### src/rtl/tmr_counter.sv
// Timer count stage: 4-bit prescaler feeding an 8-bit up/down counter with wrap pulses.
// Optional debug freeze input enabled by defining COUNTER_HALT_EN.
module tmr_counter (
    input  logic       cnt_clk,
    input  logic       cnt_reset,
    input  logic       cnt_load,
    input  logic       cnt_up_down,
    input  logic       cnt_en,
    input  logic [1:0] cnt_cks,
`ifdef COUNTER_HALT_EN
    input  logic       cnt_halt,
`endif
    input  logic [7:0] cnt_tdr,
    output logic [7:0] cnt_tcnt,
    output logic       cnt_ovf,
    output logic       cnt_udf
);

    logic [3:0] presc;
    logic [3:0] tick_mask;
    logic       tick;
    logic       halt;

`ifdef COUNTER_HALT_EN
    assign halt = cnt_halt;
`else
    assign halt = 1'b0;
`endif

    // Tick fires when the low (cks+1) prescaler bits are all ones.
    always_comb begin
        tick_mask = 4'h1;
        unique case (cnt_cks)
            2'b00: tick_mask = 4'h1;
            2'b01: tick_mask = 4'h3;
            2'b10: tick_mask = 4'h7;
            2'b11: tick_mask = 4'hF;
        endcase
    end

    assign tick = ((presc & tick_mask) == tick_mask);

    always_ff @(posedge cnt_clk) begin
        if (cnt_reset) begin
            presc    <= 4'h0;
            cnt_tcnt <= 8'h00;
            cnt_ovf  <= 1'b0;
            cnt_udf  <= 1'b0;
        end else if (cnt_load) begin
            presc    <= 4'h0;
            cnt_tcnt <= cnt_tdr;
            cnt_ovf  <= 1'b0;
            cnt_udf  <= 1'b0;
        end else if (halt) begin
            cnt_ovf <= 1'b0;
            cnt_udf <= 1'b0;
        end else if (!cnt_en) begin
            presc   <= 4'h0;
            cnt_ovf <= 1'b0;
            cnt_udf <= 1'b0;
        end else begin
            presc   <= presc + 4'd1;
            cnt_ovf <= 1'b0;
            cnt_udf <= 1'b0;
            if (tick) begin
                if (!cnt_up_down) begin
                    cnt_tcnt <= cnt_tcnt + 8'd1;
                    cnt_ovf  <= (cnt_tcnt == 8'hFF);
                end else begin
                    cnt_tcnt <= cnt_tcnt - 8'd1;
                    cnt_udf  <= (cnt_tcnt == 8'h00);
                end
            end
        end
    end

endmodule

### config.mk
export PLATFORM = sky130hd
export DESIGN_NAME = tmr_counter
export DESIGN_NICKNAME = d
export VERILOG_FILES = /design/src/rtl/tmr_counter.sv
export SDC_FILE = /design/constraint.sdc
export NUM_CORES = 1
export LEC_CHECK = 0
export CORE_MARGIN = 10
export CORE_UTILIZATION = 41
export DETAILED_ROUTE_END_ITERATION = 6
export HOLD_SLACK_MARGIN = 0.03
export PLACE_DENSITY = 0.68
export SYNTH_ARGS = -nofsm -noshare
export SYNTH_HDL_FRONTEND = slang
export SYNTH_SLANG_ARGS = --single-unit
### constraint.sdc
create_clock -name cnt_clk -period 1.8 [get_ports cnt_clk]
set_input_delay 0.36 -clock cnt_clk [delete_from_list [all_inputs] [get_ports cnt_clk]]
set_output_delay 0.36 -clock cnt_clk [all_outputs]
set_load 0.05 [all_outputs]
==> impl_metrics.yaml <==
run_status:
  status: "completed"
timing:
  finalWorstSetupSlack_ps: 116
  period_needed_ps: 1680
  max_freq_mhz: 594
  maxSlewViolCount: 0
  worstMarginPinSlew_ps: 352
  whs_ps: 453
  hold_viol_final: 0
  clock_skew_ps: 2.13
  finalSetupViolCount: 0
  rsz0062_at_grt: "no"
  relSlewSlack_pct: 76.3
  post-route-period-util_pct: 93.5
setup_path:
  startpoint_type: "flip-flop"
  cp_max_fo: 6
  cp.arrival_ps: 1880
  required_ps: 2000
  worstSetupPathType: "reg2reg"
  cp-end-kind: "flip-flop"
clock_tree:
  cts.sinks: 14
  clockRootBuffer: "clkbuf_4"
  htree_levels: 1
  cts_setup_buffers: 0
  postCtsHoldBufs: 0
  cts_max_path_buffers: 2
  cts_inserted_buffers: 3
  cts.clk_slew.worst_paths_ps: 80
  cts_tree: "yes"
  clk_latency_ps: 270
final_layout:
  drive_gt1_share_pct: 29.3
  final_area_um2: 1340
  antenna_cells: 0
  synthToLayoutAreaGrowth_pct: 47.2
  final_cell_count_no_fill: 177
  nets: 174
floorplan:
  die_h_um: 67.1
  coreArea_um2: 2040
  rows: 16
  die_area_um2: 4500
  io_pins: 25
  initial_core_util_pct: 44.5
  die_w_um: 67.1
placed_design:
  dp_hpwl_mm: 2.13
  numPortBuffers: 24
  placedCellCount: 173
  pre_cts_slack_ps: -637
  dpl_cell_area_um2: 1280
  place_congestion: 0.780
route:
  num_vias: 945
  first_pass_iters: 4
  via_per_inst: 5.34
  drt-wirelength-per-cell_um: 15.0
  wirelength_mm: 2.66
  drt_iter0_drc: 69
  drc: 0
  drtAntennaViolNets: 0
logic_synthesis:
  synthFlopType: "dfxtp_1"
  netlist_area_um2: 910
  synth_edf_count: 0
  avgSynthCellArea_um2: 8.35
  synth_fp_nets: 132
  synth_most_common_cell: "dfxtp_1"
  ys_ff_latch: 14
  ys_warn_count: 0
  synth_top_area_share_pct: 30.8
  ys_seq_area_share_pct: 30.8
  ys_types: 38
  yosys.area.top_type: "dfxtp_1"
  synth_common_cells: "dfxtp_1, a21oi_1, nand2_1, inv_1, nor2_1"
  postSynthCellCount: 109
  synthTopCellsByArea: "dfxtp_1, ha_1, a21oi_1"
  ys_async_sr_fraction_pct: 0
pwr:
  p_total_uw: 837
  powerDensity_nw_per_um2: 625
  ir_drop_mv: 0.713
  leakage_uw: 0.000582
grt:
  grtUsageTotal_pct: 11.8
  grt_max_degree: 11
  antenna_found_initial: 0
  grt_overflow: 0
  grt_pass1_wl_mm: 4.25
  grt_pass1_vias: 913
flow_run:
  drv_cap: 0
hold_path:
  holdCritPathClass: "in2reg"
==> registers in the layout, indices dropped and copies added (netlist names) <==
register / count
cnt_udf: 1
presc: 4
cnt_tcnt: 8
cnt_ovf: 1
==> path summary, 6_finish.rpt <==
path                                     to   startpoint  cells past startpoint  slack [ps]
worst max-delay path            cnt_tcnt[6]  cnt_tcnt[0]                      6         120
worst min register to register     presc[0]     presc[0]                      1         500
worst max register to register  cnt_tcnt[6]  cnt_tcnt[0]                      6         120
worst min-delay path                cnt_udf  cnt_up_down                      3         450
==> layer usage <==
metal | wire length (µm) | vias up | track usage, %
met5 | 0 | - | 0
met1 | 1140 | 435 | 14.5
li1 | - | 481 | -
met2 | 1240 | 29 | 19.2
met4 | 0 | 0 | 0.769
met3 | 279 | 0 | 5.69
==> kinds of logic (layout without fill, tap and decap cells) <==
group           count (synthesis)  in the layout  share of synthesized area (%)
compound gates                 33             33                           25.2
xor+xnor                        8              8                           7.70
fa+ha+maj                       8              8                           11.8
buf+inv                        11             52                           4.68
flops                          14             14                           30.8
simple gates                   35             35                           19.8
==> metrics by stage <==
stage               util, %  TNS (ps)
CTS                    64.6         0
finish                 65.6         0
detailed placement     62.6     -3270
global placement       62.6     -2770
global route           65.6         0
floorplan                 -         0
==> repair_timing <==
action | CTS | global route
endpoints found under the setup margin | 5 | 5
resized for setup | 4 | 5
cloned | 0 | 0
==> layout by cell type (no fill, tap or decap), types with 2 or more instances in the layout <==
cell and instances:
ha_1 6, nand2b_1 3, a211oi_1 2, o221ai_1 2
xnor2_1 4, clkbuf_4 3, xor2_1 4, clkdlybuf4s50_1 13
buf_4 26, a21oi_1 10, nor4_1 2, nand4_1 2
dfxtp_2 4, nor2_1 8, nand2_1 9, nand4b_1 2
dfxtp_4 2, nand3_1 3, inv_1 8, dfxtp_1 8
o21ai_0 4
==> final cells by class <==
class                           count  area (µm²)
Clock buffer                        4        36.3
Fill cell                         196         703
Inverter                            8        30.0
Multi-Input combinational cell     84         616
Sequential cell                    14         293
Tap cell                           27        33.8
Timing Repair Buffer               40         330
==> where the power goes <==
group          switching (µW)  internal (µW)
registers                22.7            324
logic                     140            133
clock network            93.8            123
total                     257            580
==> worst max-delay path: stages (launching register included) <==
cell,delay [ps]
dfxtp_4,390
inv_1,80
fa_1,430
nor2b_2,160
o31ai_2,80
a211o_1,270
a221oi_2,200
No activity file was read; power rests on OpenSTA's default activity.
==> patch 1: new RTL, config.mk and constraints unchanged <==
Add a define of `COUNTER_HALT_EN`.
--- a/src/rtl/tmr_counter.sv
+++ b/src/rtl/tmr_counter.sv
@@ -1,5 +1,7 @@
 // Timer count stage: 4-bit prescaler feeding an 8-bit up/down counter with wrap pulses.
 // Optional debug freeze input enabled by defining COUNTER_HALT_EN.
+`define COUNTER_HALT_EN
+
 module tmr_counter (
     input  logic       cnt_clk,
     input  logic       cnt_reset,
Interface: changed (added cnt_halt); port bits go from 25 to 26. The function was not compared with the original's and may differ.
==> patch 1 against the original RTL <==
Non-clock buffer count grew 17; total power up 10%; design area rose by 25%; largest cell class unchanged; synthesized area increased by 7.3%; hold slack improved by 0.018 ns; cell count is 18% higher; wire length increased by 32%; critical path type unchanged; critical endpoint is now cnt_tcnt[7]; critical path depth did not move; sequential cell count stayed put; clock power down 8%; clock skew up 0.0055 ns; worst setup slack lost 0.097 ns.
==> patch 1: results (changes against the original RTL) <==
syn nets 146 (+11%); GP Congestion 0.846 (+8.5%); CTS H-tree depth 1 (unchanged); sw frac 34.5% (+3.8 points); status finished, final reports clean; clk buf depth 2 (unchanged); Worst Hold Class in2reg; WL/cell 16.9 um (+12%); clock root buffer clkbuf_4; cell leakage power 0.000690 uW (+19%); share of post-route cells with drive strength above 1 42.8% (+13 points); Worst IR Drop VDD 392 uV (-45%); Clock transition at path regs 0.09 ns; fill cell total of the finished layout 166 (-15%); crit path DAT 2.02 ns (+0.14 ns); number of global-route vias before repair 1183 (+30%); top flop regs cnt_tcnt (8), presc (4); drt total wl 3510 um (+32%); port bufs 25 (+4.2%); count leader, synth dfxtp_1; CP max FO 4 (-2); Async SR Flop Fraction 0% (unchanged); Least-Margin Pin Slew 0.291 ns (-0.0610 ns); Synth warnings 0 (unchanged); gr usage total 15.5% (+3.7 points); DP Worst Slack -0.690 ns (-0.0529 ns); clock latency on the worst-skew pair 0.30 ns (+0.03 ns); fin nets 205 (+18%); n_diodes 0 (unchanged); Clock Skew 0.00767 ns (+0.00554 ns); gate count of the mapped netlist 122 (+12%); largest net degree at the start of global routing 15 (+4); ranking of synthesized cells by area dfxtp_1 29%, ha_1 9.0%, a21oi_1 6.2%; TritonCTS Buffers 3 (unchanged); DP HPWL 2540 um (+19%); Seq/Total Area, Yosys 28.7% (-2.1 points); Initial DRC Count 58 (-16%); placed cells 199 (+15%); detailed-router iteration count before antenna repair 4 (unchanged); Via-to-Cell Ratio 5.63 (+5.4%); synth cell count leaders 14 x dfxtp_1, 12 x a21oi_1, 10 x inv_1; number of antenna violations at the first check in global routing 0 (unchanged); first-pass GRT wire length 5600 um (+32%); Distinct cells, synth 39 (+2.6%)
patch 1: cell type report:
| cell class | count | area, sq um | share of cell area, % |
|---|---|---|---|
| multi-input cells | 95 | 788 | 47.2 |
| repair buffers | 57 | 480 | 28.7 |
| flip-flops and latches | 14 | 302 | 18.0 |
| inverters | 10 | 40.0 | 2.40 |
| well taps | 28 | 35.0 | 2.10 |
| clock buffers | 4 | 26.3 | 1.57 |
patch 1: worst paths after layout:
kind         slack, ns           to        start  cells after the start
max               0.02  cnt_tcnt[7]  cnt_tcnt[4]                      6
min reg2reg       0.51     presc[2]     presc[2]                      2
max reg2reg       0.02  cnt_tcnt[7]  cnt_tcnt[4]                      6
min               0.47      cnt_udf  cnt_up_down                      4
patch 1: worst max-delay path, cell delays in order, from the launching register on:
cell and delay (ns):
dfxtp_4 0.37, ha_4 0.28, and2_4 0.16, a221oi_4 0.08, and4_1 0.20, or4_1 0.54
nand3_1 0.09
patch 1: power groups by stage:
| stage | Clock (uW) | Sequential, uW | Combinational, uW |
|---|---|---|---|
| 2_1_floorplan | 0 | 388 | 125 |
| 3_3_place_gp | 0 | 345 | 300 |
| 3_5_place_dp | 0 | 345 | 312 |
| 4_1_cts | 194 | 340 | 356 |
| 5_1_grt | 211 | 343 | 414 |
| 6_report | 200 | 341 | 381 |
patch 1: metal layers:
layer | GRT usage, % | vias up | part of all wire, %
met1 | 18.6 | 557 | 42
met2 | 26.2 | 33 | 51
met5 | 0 | - | 0
met3 | 2.42 | 7 | 5.0
li1 | - | 574 | -
met4 | 7.88 | 0 | 2.2
patch 1: kinds of logic (layout without fill, tap and decap cells):
family / Yosys count / count (layout) / share of synthesized area (%)
adders and majority gates: 8 / 8 / 11.0
AOI/OAI and AO/OA: 36 / 36 / 25.4
DFF: 14 / 14 / 28.7
xor gates and xnor gates: 3 / 3 / 2.69
and+or+nand+nor: 46 / 46 / 24.6
muxes: 2 / 2 / 2.18
buffers and inverters: 13 / 71 / 5.39
patch 1: repair_timing:
item / in CTS / in global routing
resized for setup: 20 / 11
hold endpoints to repair: 0 / 0
buffers inserted: 3 / 2
pin swaps: 15 / 10
endpoints found under the setup margin: 6 / 7
cloned: 0 / 0
patch 1: stage by stage:
step	utilization (%)	cell area, sq um
after global routing	74.8	1670
after global placement	65.7	1470
after CTS	72.6	1620
after floorplan	-	1020
final	74.8	1670
after detailed placement	65.7	1470
==> patch 2: new RTL, same settings <==
Without the edit above. Make the reset (`cnt_reset`) asynchronous in one clocked block.
--- a/src/rtl/tmr_counter.sv
+++ b/src/rtl/tmr_counter.sv
@@ -40,7 +40,7 @@
 
     assign tick = ((presc & tick_mask) == tick_mask);
 
-    always_ff @(posedge cnt_clk) begin
+    always_ff @(posedge cnt_clk or posedge cnt_reset) begin
         if (cnt_reset) begin
             presc    <= 4'h0;
             cnt_tcnt <= 8'h00;
Function: differs if cnt_reset is asserted again (counterexample within 4 cycles, from zero or initial values and one cycle with cnt_reset high); with cnt_reset held inactive, the same outputs for 10 cycles.
==> patch 2 against the original RTL <==
The flow now finishes with violations (setup timing); sequential cell count unchanged; wire length decreased by 0.19%; global-route usage increased by 0.37 points; worst setup slack got worse by 0.19 ns; cell count increased by 3.4%; total power increased by 20%; die area increased by 0.49%; utilization increased by 1.1 points; clock skew increased by 0.00088 ns; clock power increased by 6%; synthesized area increased by 0.69%; sequential power increased by 3%; design area increased by 8.0%; critical endpoint is now cnt_tcnt[7].
==> patch 2: results (changes against the original RTL) <==
Non-Filler Instances 183 (+3.4%); Compound-Gate Fraction of Synth Area 19.3% (-5.9 points); xor and xnor area share after synthesis 7.65% (-0.053 points); Least-Margin Pin Slew 0.564 ns (+0.212 ns); Distinct cells, synth 27 (-29%); number of antenna violations at the first check in global routing 0 (unchanged); Async SR Flop Fraction 100% (+100 points); fill cell total of the finished layout 194 (-1.0%); DP HPWL 2130 um (about the same); number of global-route vias before repair 1012 (+11%); top flop regs cnt_tcnt (8), presc (4); Placed Area 1390 sq um (+8.3%); Seq/Total Area, Yosys 38.3% (+7.4 points); ranking of synthesized cells by area dfrtp_1 38%, ha_1 9.6%, xnor2_1 5.7%; status finished with violations; gr usage total 12.2% (+0.37 points); post-route setup slack -0.0755 ns (-0.192 ns); WL/cell 14.5 um (-3.5%); syn nets 126 (-4.5%); failing checks setup timing; clock root buffer clkbuf_4; crit path kind reg2reg; Worst Hold Class in2async; TritonCTS Buffers 3 (unchanged); area share of fa/ha/maj cells after synthesis 11.7% (-0.081 points); detailed-router iteration count before antenna repair 4 (unchanged); CP max-delay cell dfrtp_2; share of post-route cells with drive strength above 1 37.4% (+8.1 points); Avg Synthesized Cell Area 8.89 sq um (+6.6%); final setup fails 1 (+1); RR Startpoint cnt_tcnt[4]; routed vias 916 (-3.1%); CP max stage delay 0.43 ns (about the same); multiplexer share of the synthesized area 2.19% (+2.2 points); n_diodes 0 (unchanged); Clock Skew 0.00300 ns (+0.000875 ns); largest net degree at the start of global routing 15 (+4); cell leakage power 0.000692 uW (+19%); DP Worst Slack -0.669 ns (-0.0317 ns); synth cell count leaders 14 x dfrtp_1, 10 x nor2_1, 10 x o21ai_0; Final ANT Viol Nets 0 (unchanged); Clock transition at path regs 0.09 ns; CTS H-tree depth 1 (unchanged); Synth warnings 0 (unchanged); first-pass GRT wire length 4340 um (+2.1%); crit path DAT 2.09 ns (+0.21 ns); port bufs 24 (unchanged); clock latency on the worst-skew pair 0.28 ns; CP max FO 2 (-4); Worst IR Drop VDD 538 uV (-25%); clk buf depth 2 (unchanged); Initial DRC Count 28 (-59%); GP Congestion 0.893 (+15%); Post-synth top flop dfrtp_1; sw power 343 uW (+34%)
-- patch 2: cell count changes in the layout (fill, tap and decap cells not counted), moves of 3 or more --
| cell | unedited run | this run |
|---|---|---|
| a21o_1 | 1 | 4 |
| a21oi_1 | 10 | 6 |
| buf_4 | 26 | 35 |
| dfrtp_1 | 0 | 7 |
| dfrtp_2 | 0 | 7 |
| dfxtp_1 | 8 | 0 |
| dfxtp_2 | 4 | 0 |
| o21ai_0 | 4 | 7 |
-- patch 2: metal layers --
layer	share of wire (%)	global-route usage, %	vias up	wire [um]
met3	7.0	5.29	4	186
met5	0	0	-	0
met1	41	13.2	420	1100
met2	50	21.2	26	1320
met4	2.0	3.59	0	53
li1	-	-	466	-
-- patch 2: kinds of logic after synthesis --
group | after synthesis
buffers and inverters | 11
adder cells (fa/ha/maj) | 8
multiplexers | 2
AO/OA/AOI/OAI | 28
flip-flops | 14
AND/OR/NAND/NOR | 32
XOR/XNOR | 8
-- patch 2: final cells by class --
| cell class | instances | area share [%] |
|---|---|---|
| Inverter | 9 | 2.34 |
| Sequential cell | 14 | 24.8 |
| Multi-Input combinational cell | 78 | 39.3 |
| Clock buffer | 4 | 2.51 |
| Timing Repair Buffer | 50 | 28.6 |
| Tap cell | 28 | 2.42 |
-- patch 2: worst max-delay path: cells and delay by family, from the launching register on --
| kind | cells | cell delay (ns) |
|---|---|---|
| AOI/OAI and AO/OA | 4 | 0.75 |
| and+or+nand+nor | 1 | 0.30 |
| DFF | 1 | 0.43 |
| adders and majority gates | 1 | 0.22 |
| xor gates and xnor gates | 1 | 0.10 |
-- patch 2: power groups by stage --
stage               logic, uW  registers [uW]  clock network (uW)
global placement          395             361                   0
floorplan                 161             429                   0
CTS                       413             355                 238
finish                    419             355                 231
detailed placement        404             362                   0
global route              458             359                 246
-- patch 2: timing repair --
| item | 4_1_cts | 5_1_grt |
|---|---|---|
| setup endpoints to repair | 5 | 4 |
| buffers inserted | 1 | 0 |
| cloned | 0 | 0 |
| hold buffers | 0 | 0 |
| gates resized for setup | 5 | 4 |
| pin swaps | 6 | 3 |
| hold endpoints to repair | 0 | 0 |
-- patch 2: metrics by stage --
step           setup TNS (ns)  hold slack, ns  utilization [%]
2_1_floorplan          -0.177           0.249                -
3_3_place_gp            -3.06           0.481             63.8
3_5_place_dp            -3.32           0.514             63.8
4_1_cts                -0.143           0.421             66.1
5_1_grt                -0.207           0.452             66.7
6_report              -0.0755           0.417             66.7
-- patch 2: path summary, 6_finish.rpt --
path                          endpoint  slack, ns  cells past startpoint
hold / removal                presc[1]       0.42                      2
max in group asynchronous  cnt_tcnt[0]       0.98                      2
hold reg to reg               presc[0]       0.54                      1
setup / recovery           cnt_tcnt[7]      -0.08                      7
min in group cnt_clk          presc[0]       0.54                      1
setup reg to reg           cnt_tcnt[7]      -0.08                      7
